===== config.mk =====
export PLATFORM = sky130hd
export DESIGN_NAME = display_arbiter
export DESIGN_NICKNAME = d
export VERILOG_FILES = /design/src/rtl/disp_pkg.sv /design/src/rtl/bcd_to_seg.sv /design/src/rtl/display_arbiter.sv
export SDC_FILE = /design/constraint.sdc
export NUM_CORES = 1
export LEC_CHECK = 0
export CORE_ASPECT_RATIO = 1.2
export CORE_UTILIZATION = 35
export CTS_CLUSTER_DIAMETER = 50
export DETAILED_ROUTE_END_ITERATION = 8
export HOLD_SLACK_MARGIN = 0.12
export PLACE_DENSITY = 0.68
export SYNTH_ARGS = -nofsm -noshare
export SYNTH_HDL_FRONTEND = slang
export SYNTH_HIERARCHICAL = 1
export SYNTH_SLANG_ARGS = --single-unit

===== constraint.sdc =====
create_clock -name clk -period 5.3 [get_ports clk]
set_clock_uncertainty 0.15 [all_clocks]
set_input_delay 0.795 -clock clk [delete_from_list [all_inputs] [get_ports clk]]
set_output_delay 0.795 -clock clk [all_outputs]
set_load 0.05 [all_outputs]

===== src/rtl/disp_pkg.sv =====
// rtl/disp_pkg.sv - shared display constants: glyphs, anode pattern, service indices
package disp_pkg;

  // Active-low segment glyphs, bit order gfedcba
  typedef logic [6:0] seg_t;

  localparam seg_t SEG_BLANK = 7'b1111111;
  localparam seg_t SEG_ALL   = 7'b0000000;
  localparam seg_t SEG_0     = 7'b1000000;
  localparam seg_t SEG_1     = 7'b1111001;
  localparam seg_t SEG_2     = 7'b0100100;
  localparam seg_t SEG_3     = 7'b0110000;
  localparam seg_t SEG_4     = 7'b0011001;
  localparam seg_t SEG_5     = 7'b0010010;
  localparam seg_t SEG_6     = 7'b0000010;
  localparam seg_t SEG_7     = 7'b1111000;
  localparam seg_t SEG_8     = 7'b0000000;
  localparam seg_t SEG_9     = 7'b0010000;

  // All digits disabled (active-low anodes)
  localparam logic [3:0] ANODE_OFF = 4'b1111;

  // Service channel positions within req/grant
  localparam int SVC_TIME  = 0;
  localparam int SVC_ALARM = 1;
  localparam int SVC_SW    = 2;
  localparam int SVC_GAME  = 3;

  // Active-low anode pattern for a digit index; idx 0 is the right-most digit
  function automatic logic [3:0] digit_anode(input logic [1:0] idx);
    return ~(4'b0001 << idx);
  endfunction

endpackage


===== src/rtl/bcd_to_seg.sv =====
// rtl/bcd_to_seg.sv - BCD nibble to active-low seven-segment glyph, blank for 10..15
module bcd_to_seg
  import disp_pkg::*;
(
  input  logic [3:0] nibble,
  output logic [6:0] seg
);

  // Glyph lookup; non-decimal codes show nothing
  always_comb begin
    seg = SEG_BLANK;
    case (nibble)
      4'd0:    seg = SEG_0;
      4'd1:    seg = SEG_1;
      4'd2:    seg = SEG_2;
      4'd3:    seg = SEG_3;
      4'd4:    seg = SEG_4;
      4'd5:    seg = SEG_5;
      4'd6:    seg = SEG_6;
      4'd7:    seg = SEG_7;
      4'd8:    seg = SEG_8;
      4'd9:    seg = SEG_9;
      default: seg = SEG_BLANK;
    endcase
  end

endmodule


===== src/rtl/display_arbiter.sv =====
// rtl/display_arbiter.sv - display ownership arbiter, digit scanner, blink and alarm flash (option DISP_BLINK_EN)
module display_arbiter
  import disp_pkg::*;
#(
  parameter int SCAN_DIV  = 2048,
  parameter int BLINK_DIV = 256
) (
  input  logic        clk,
  input  logic        resetn,
  input  logic [3:0]  req,
  input  logic [15:0] val0,
  input  logic [15:0] val1,
  input  logic [15:0] val2,
  input  logic [15:0] val3,
  input  logic [3:0]  blink0,
  input  logic [3:0]  blink1,
  input  logic [3:0]  blink2,
  input  logic [3:0]  blink3,
  input  logic [15:0] default_val,
  input  logic        alarm_flash,
  output logic [3:0]  grant,
  output logic [3:0]  anode,
  output logic [6:0]  seg
);

  // A divisor of 1 still needs a one-bit counter that simply stays at zero
  localparam int SCAN_W = (SCAN_DIV > 1) ? $clog2(SCAN_DIV) : 1;

  logic [SCAN_W-1:0] scan_cnt;
  logic              tick;
  logic [1:0]        idx;
  logic [1:0]        idx_next;
  logic              frame;
  logic [3:0]        grant_next;
  logic [15:0]       src_val;
  logic [3:0]        nibble;
  logic [6:0]        glyph;
  logic              phase_next;
  logic [3:0]        anode_next;
  logic [6:0]        seg_next;

  assign tick     = (scan_cnt == SCAN_W'(SCAN_DIV - 1));
  assign idx_next = tick ? idx + 2'd1 : idx;
  assign frame    = tick && (idx == 2'd3);

  // Scan divider: free-running count that wraps on the terminal value
  always_ff @(posedge clk or negedge resetn) begin
    if (!resetn) begin
      scan_cnt <= '0;
    end else if (tick) begin
      scan_cnt <= '0;
    end else begin
      scan_cnt <= scan_cnt + SCAN_W'(1);
    end
  end

  // Digit index steps once per scan tick
  always_ff @(posedge clk or negedge resetn) begin
    if (!resetn) begin
      idx <= 2'd0;
    end else begin
      idx <= idx_next;
    end
  end

  // Non-preemptive arbitration, only at the frame boundary: a still-requesting
  // owner keeps the display, otherwise the lowest-index requester wins
  always_comb begin
    grant_next = grant;
    if (frame && ((grant & req) == 4'b0000)) begin
      casez (req)
        4'b???1: grant_next = 4'b0001;
        4'b??10: grant_next = 4'b0010;
        4'b?100: grant_next = 4'b0100;
        4'b1000: grant_next = 4'b1000;
        default: grant_next = 4'b0000;
      endcase
    end
  end

  // Grant register; outputs below follow this, never the raw requests
  always_ff @(posedge clk or negedge resetn) begin
    if (!resetn) begin
      grant <= 4'b0000;
    end else begin
      grant <= grant_next;
    end
  end

  // Source value chosen by the grant in effect at the output update edge
  always_comb begin
    src_val = default_val;
    if (grant_next[SVC_TIME]) begin
      src_val = val0;
    end else if (grant_next[SVC_ALARM]) begin
      src_val = val1;
    end else if (grant_next[SVC_SW]) begin
      src_val = val2;
    end else if (grant_next[SVC_GAME]) begin
      src_val = val3;
    end
  end

  assign nibble = src_val[{idx_next, 2'b00} +: 4];

  bcd_to_seg u_bcd_to_seg (
    .nibble (nibble),
    .seg    (glyph)
  );

`ifdef DISP_BLINK_EN
  localparam int BLINK_W = (BLINK_DIV > 1) ? $clog2(BLINK_DIV) : 1;

  logic [BLINK_W-1:0] blink_cnt;
  logic               phase;
  logic               blink_wrap;
  logic [3:0]         src_blink;

  assign blink_wrap = tick && (blink_cnt == BLINK_W'(BLINK_DIV - 1));
  assign phase_next = blink_wrap ? ~phase : phase;

  // Blink counter counts scan ticks; the phase flips when it wraps
  always_ff @(posedge clk or negedge resetn) begin
    if (!resetn) begin
      blink_cnt <= '0;
      phase     <= 1'b0;
    end else if (tick) begin
      blink_cnt <= blink_wrap ? '0 : blink_cnt + BLINK_W'(1);
      phase     <= phase_next;
    end
  end

  // Blink mask of the owner; the current-time default never blinks
  always_comb begin
    src_blink = 4'b0000;
    if (grant_next[SVC_TIME]) begin
      src_blink = blink0;
    end else if (grant_next[SVC_ALARM]) begin
      src_blink = blink1;
    end else if (grant_next[SVC_SW]) begin
      src_blink = blink2;
    end else if (grant_next[SVC_GAME]) begin
      src_blink = blink3;
    end
  end

  // Next digit drive: alarm flash overrides value and mask; blinking digits are switched off
  always_comb begin
    anode_next = digit_anode(idx_next);
    seg_next   = glyph;
    if (alarm_flash) begin
      seg_next = phase_next ? SEG_BLANK : SEG_ALL;
    end else if (phase_next && src_blink[idx_next]) begin
      anode_next = ANODE_OFF;
    end
  end
`else
  logic unused_blink;

  assign phase_next   = 1'b0;
  assign unused_blink = ^{blink0, blink1, blink2, blink3, phase_next};

  // Next digit drive: without blinking, the alarm simply lights every segment
  always_comb begin
    anode_next = digit_anode(idx_next);
    seg_next   = glyph;
    if (alarm_flash) begin
      seg_next = SEG_ALL;
    end
  end
`endif

  // Pin registers move only on a scan tick so anode and seg always change together
  always_ff @(posedge clk or negedge resetn) begin
    if (!resetn) begin
      anode <= ANODE_OFF;
      seg   <= SEG_BLANK;
    end else if (tick) begin
      anode <= anode_next;
      seg   <= seg_next;
    end
  end

endmodule


==> results.yml <==
setup_path:
  cpPeakStageDelay_ns: 0.87
  slowest_stage: "nor3_2"
  crit_type: "reg -> reg"
  worstPathMaxFanout: 17
  timing.reg2reg.setup_slack_ns: 0.75
  crit_family: "simple AND/OR/NAND/NOR gates"
  cp-start-kind: "flip-flop"
  required_ns: 5.37
  r2r_cells: 15
  crit_chain: "ha_1 -> nand4_2 -> nor3_2 -> nand3_1 -> and2_4 -> a211oi_1 -> o22ai_1 -> or4_1 -> inv_1 -> ha_1 -> or2_1 -> o21ai_0 -> a21oi_1 -> nand3b_1 -> nand2_1"
  r2r-start: "scan_cnt[0]"
  cp_common_cell: "ha_1"
  cp.buffers_inverters: 1
  cp.arrival_ns: 4.62
  timing.rr.end: "seg[0]"
  end_kind: "flip-flop"
synthesis:
  synth.yosys.seq_area_share_pct: 28.0
  synth_area_leaders: "dfrtp_1 (17%), dfstp_2 (11%), mux2i_1 (6.3%), nand2_1 (6.0%), o21ai_0 (4.1%)"
  yosysMostFrequentCell: "nand2_1"
  synth_commonest_cells: "nand2_1 (41), nor2_1 (23), o21ai_0 (21), dfrtp_1 (17), mux2i_1 (16)"
  synth_top_family_by_area: "compound AO/OA/AOI/OAI gates"
  yosys.area.top_type_share_pct: 16.7
  synth-seq-cells: 28
  synth_adder_area_share_pct: 3.43
  synth-xor-area-share_pct: 2.74
  syn_inst: 304
  synth_fp_nets: 414
  synthSimpleGateAreaFrac_pct: 25.4
  async_flop_share_pct: 100
  synth_mux_area_share_pct: 8.47
  synth_largest_area_cell: "dfrtp_1"
  syn_area_per_cell_sq_um: 8.40
  synth_warnings: 6
  synth_compound_area_share_pct: 26.2
  synthesis.area_sq_mm: 0.00255
  ys_types: 69
  synth-edff-count: 0
  synth_ff_type: "dfrtp_1"
route:
  wl_um: 7130
  dr_total_vias: 2640
  wire_per_inst_um: 14.7
  drt_iter0_markers: 116
  ant_nets: 0
  drc: 0
  vias_per_cell: 5.45
  first_pass_iters: 4
sta:
  hold_viol_final: 0
  setup_tns_ns: 0
  slew_headroom_pct: 32.0
  rsz0062_at_grt: "false"
  min_period_ns: 4.55
  drv_slew: 0
  tightest_slew_ns: 1.01
  fmax_mhz: 220
  period_share_pct: 85.8
  final-setup-viol-count: 0
clock_tree:
  clockRootBuffer: "clkbuf_8"
  cts-resized-gates: 0
  clkLatencyLatePin_ns: 0.27
  cts_sinks: 28
  cts.path.max_buffers: 2
  htreeDepth: 1
  cts_hold_buf: 0
  postCtsSetupRepairBufs: 0
  clk_pin_slew_ns: 0.10
  numCtsBuffers: 3
  cts_tree: "yes"
die:
  fp.dieW_um: 80.0
  initial_core_util_pct: 36.8
  rows: 33
  die_y_um: 95.6
  die-area_sq_mm: 0.00765
  boundaryPins: 118
  core-area_sq_mm: 0.00694
cells_and_area:
  drive_above_1_share_pct: 9.82
  final_area_sq_mm: 0.00365
  antenna_cells: 0
  post-route-util_pct: 52.7
  areaGrowthSynthToFinish_pct: 43.0
  nets: 508
  stdcell_count: 484
place:
  io_buffers: 101
  place_inst: 480
  placed_area_sq_mm: 0.00360
  gp_congestion: 0.817
  dpl.hpwl_um: 5730
run_status:
  status: "finished clean"
hold_path:
  min_to: "seg[3]"
  worstHoldStart: "seg[3]"
  hold_path_class: "reg -> reg"
  holdPathStages: 2
global_route:
  grt_pass1_vias: 2471
  globalRouteTotalUtil_pct: 19.1
  grt.overflow.total: 0
  grt_start_max_net_pins: 36
  antenna_found_initial: 0
  grt_pass1_wl_um: 11500
run:
  cap_violations: 0
power:
  p_leak_nw: 1.41
  powerDensity_mw_per_mm2: 124
  vdd_drop_max_mv: 0.0766
-- per-layer routing --
layer	GRT usage (%)	wire length (um)
met2	32.7	3550
met4	5.65	111
met5	0	0
met1	25.1	3160
met3	1.91	305
-- tightest hold or removal path, cell delays in order, from the launching register on --
cell,delay [ns]
dfstp_2,0.38
nand2_1,0.04
nand2_1,0.04
-- power breakdown --
| part | switching, mW | internal [mW] | total (mW) | leakage, nW |
|---|---|---|---|---|
| clock network | 0.0665 | 0.0665 | 0.133 | 0.0288 |
| logic | 0.0332 | 0.0719 | 0.105 | 1.05 |
| registers | 0 | 0.214 | 0.214 | 0.338 |
-- state kept, by name, indices dropped and copies added (netlist names) --
signal and count:
scan_cnt 11, idx 2, grant 4, anode 4
seg 7
-- through the flow --
stage / hold WS (ns) / worst slack, ns / power [mW]
floorplan: 0.304 / 1.55 / 0.246
global route: 0.322 / 0.340 / 0.475
global placement: 0.294 / 0.627 / 0.322
CTS: 0.308 / 0.795 / 0.460
detailed placement: 0.294 / 0.578 / 0.323
finish: 0.303 / 0.752 / 0.452
-- area by class of cell --
cell class,instances,area (sq um)
flip-flops and latches,28,714
well taps,87,109
fillers,699,3280
inverters,8,37.5
repair buffers,106,1050
clock buffers,4,55.1
multi-input cells,251,1690
-- placed cells by master (no fill, tap or decap), types with 4 or more instances in the layout --
cell type / count
clkdlybuf4s50_1: 101
nand2_1: 41
nor2_1: 23
o21ai_0: 21
dfrtp_1: 17
mux2i_1: 16
nand3_1: 11
dfstp_2: 11
a311oi_1: 9
o22ai_1: 9
a21oi_1: 9
nand3b_1: 7
ha_1: 7
inv_1: 6
nand2b_1: 6
a21boi_0: 6
a211oi_1: 5
xnor2_1: 5
buf_4: 5
o31ai_1: 4
or4_1: 4
a221oi_1: 4
clkbuf_8: 4
-- kinds of logic after synthesis --
kind of cell,count (synthesis)
muxes,20
xor gates and xnor gates,8
adders and majority gates,7
AOI/OAI and AO/OA,95
and+or+nand+nor,121
DFF,28
buffers and inverters,25
-- how the worst max path moves through the flow --
stage	start	end	cells past startpoint	slack [ns]
CTS	scan_cnt[0]	seg[0]	15	0.79
detailed placement	req[1]	seg[0]	16	0.58
global route	scan_cnt[0]	seg[0]	15	0.34
global placement	req[1]	seg[0]	16	0.63
floorplan	req[1]	seg[3]	14	1.55
finish	scan_cnt[0]	seg[0]	15	0.75
No activity file was read; power rests on OpenSTA's default activity.
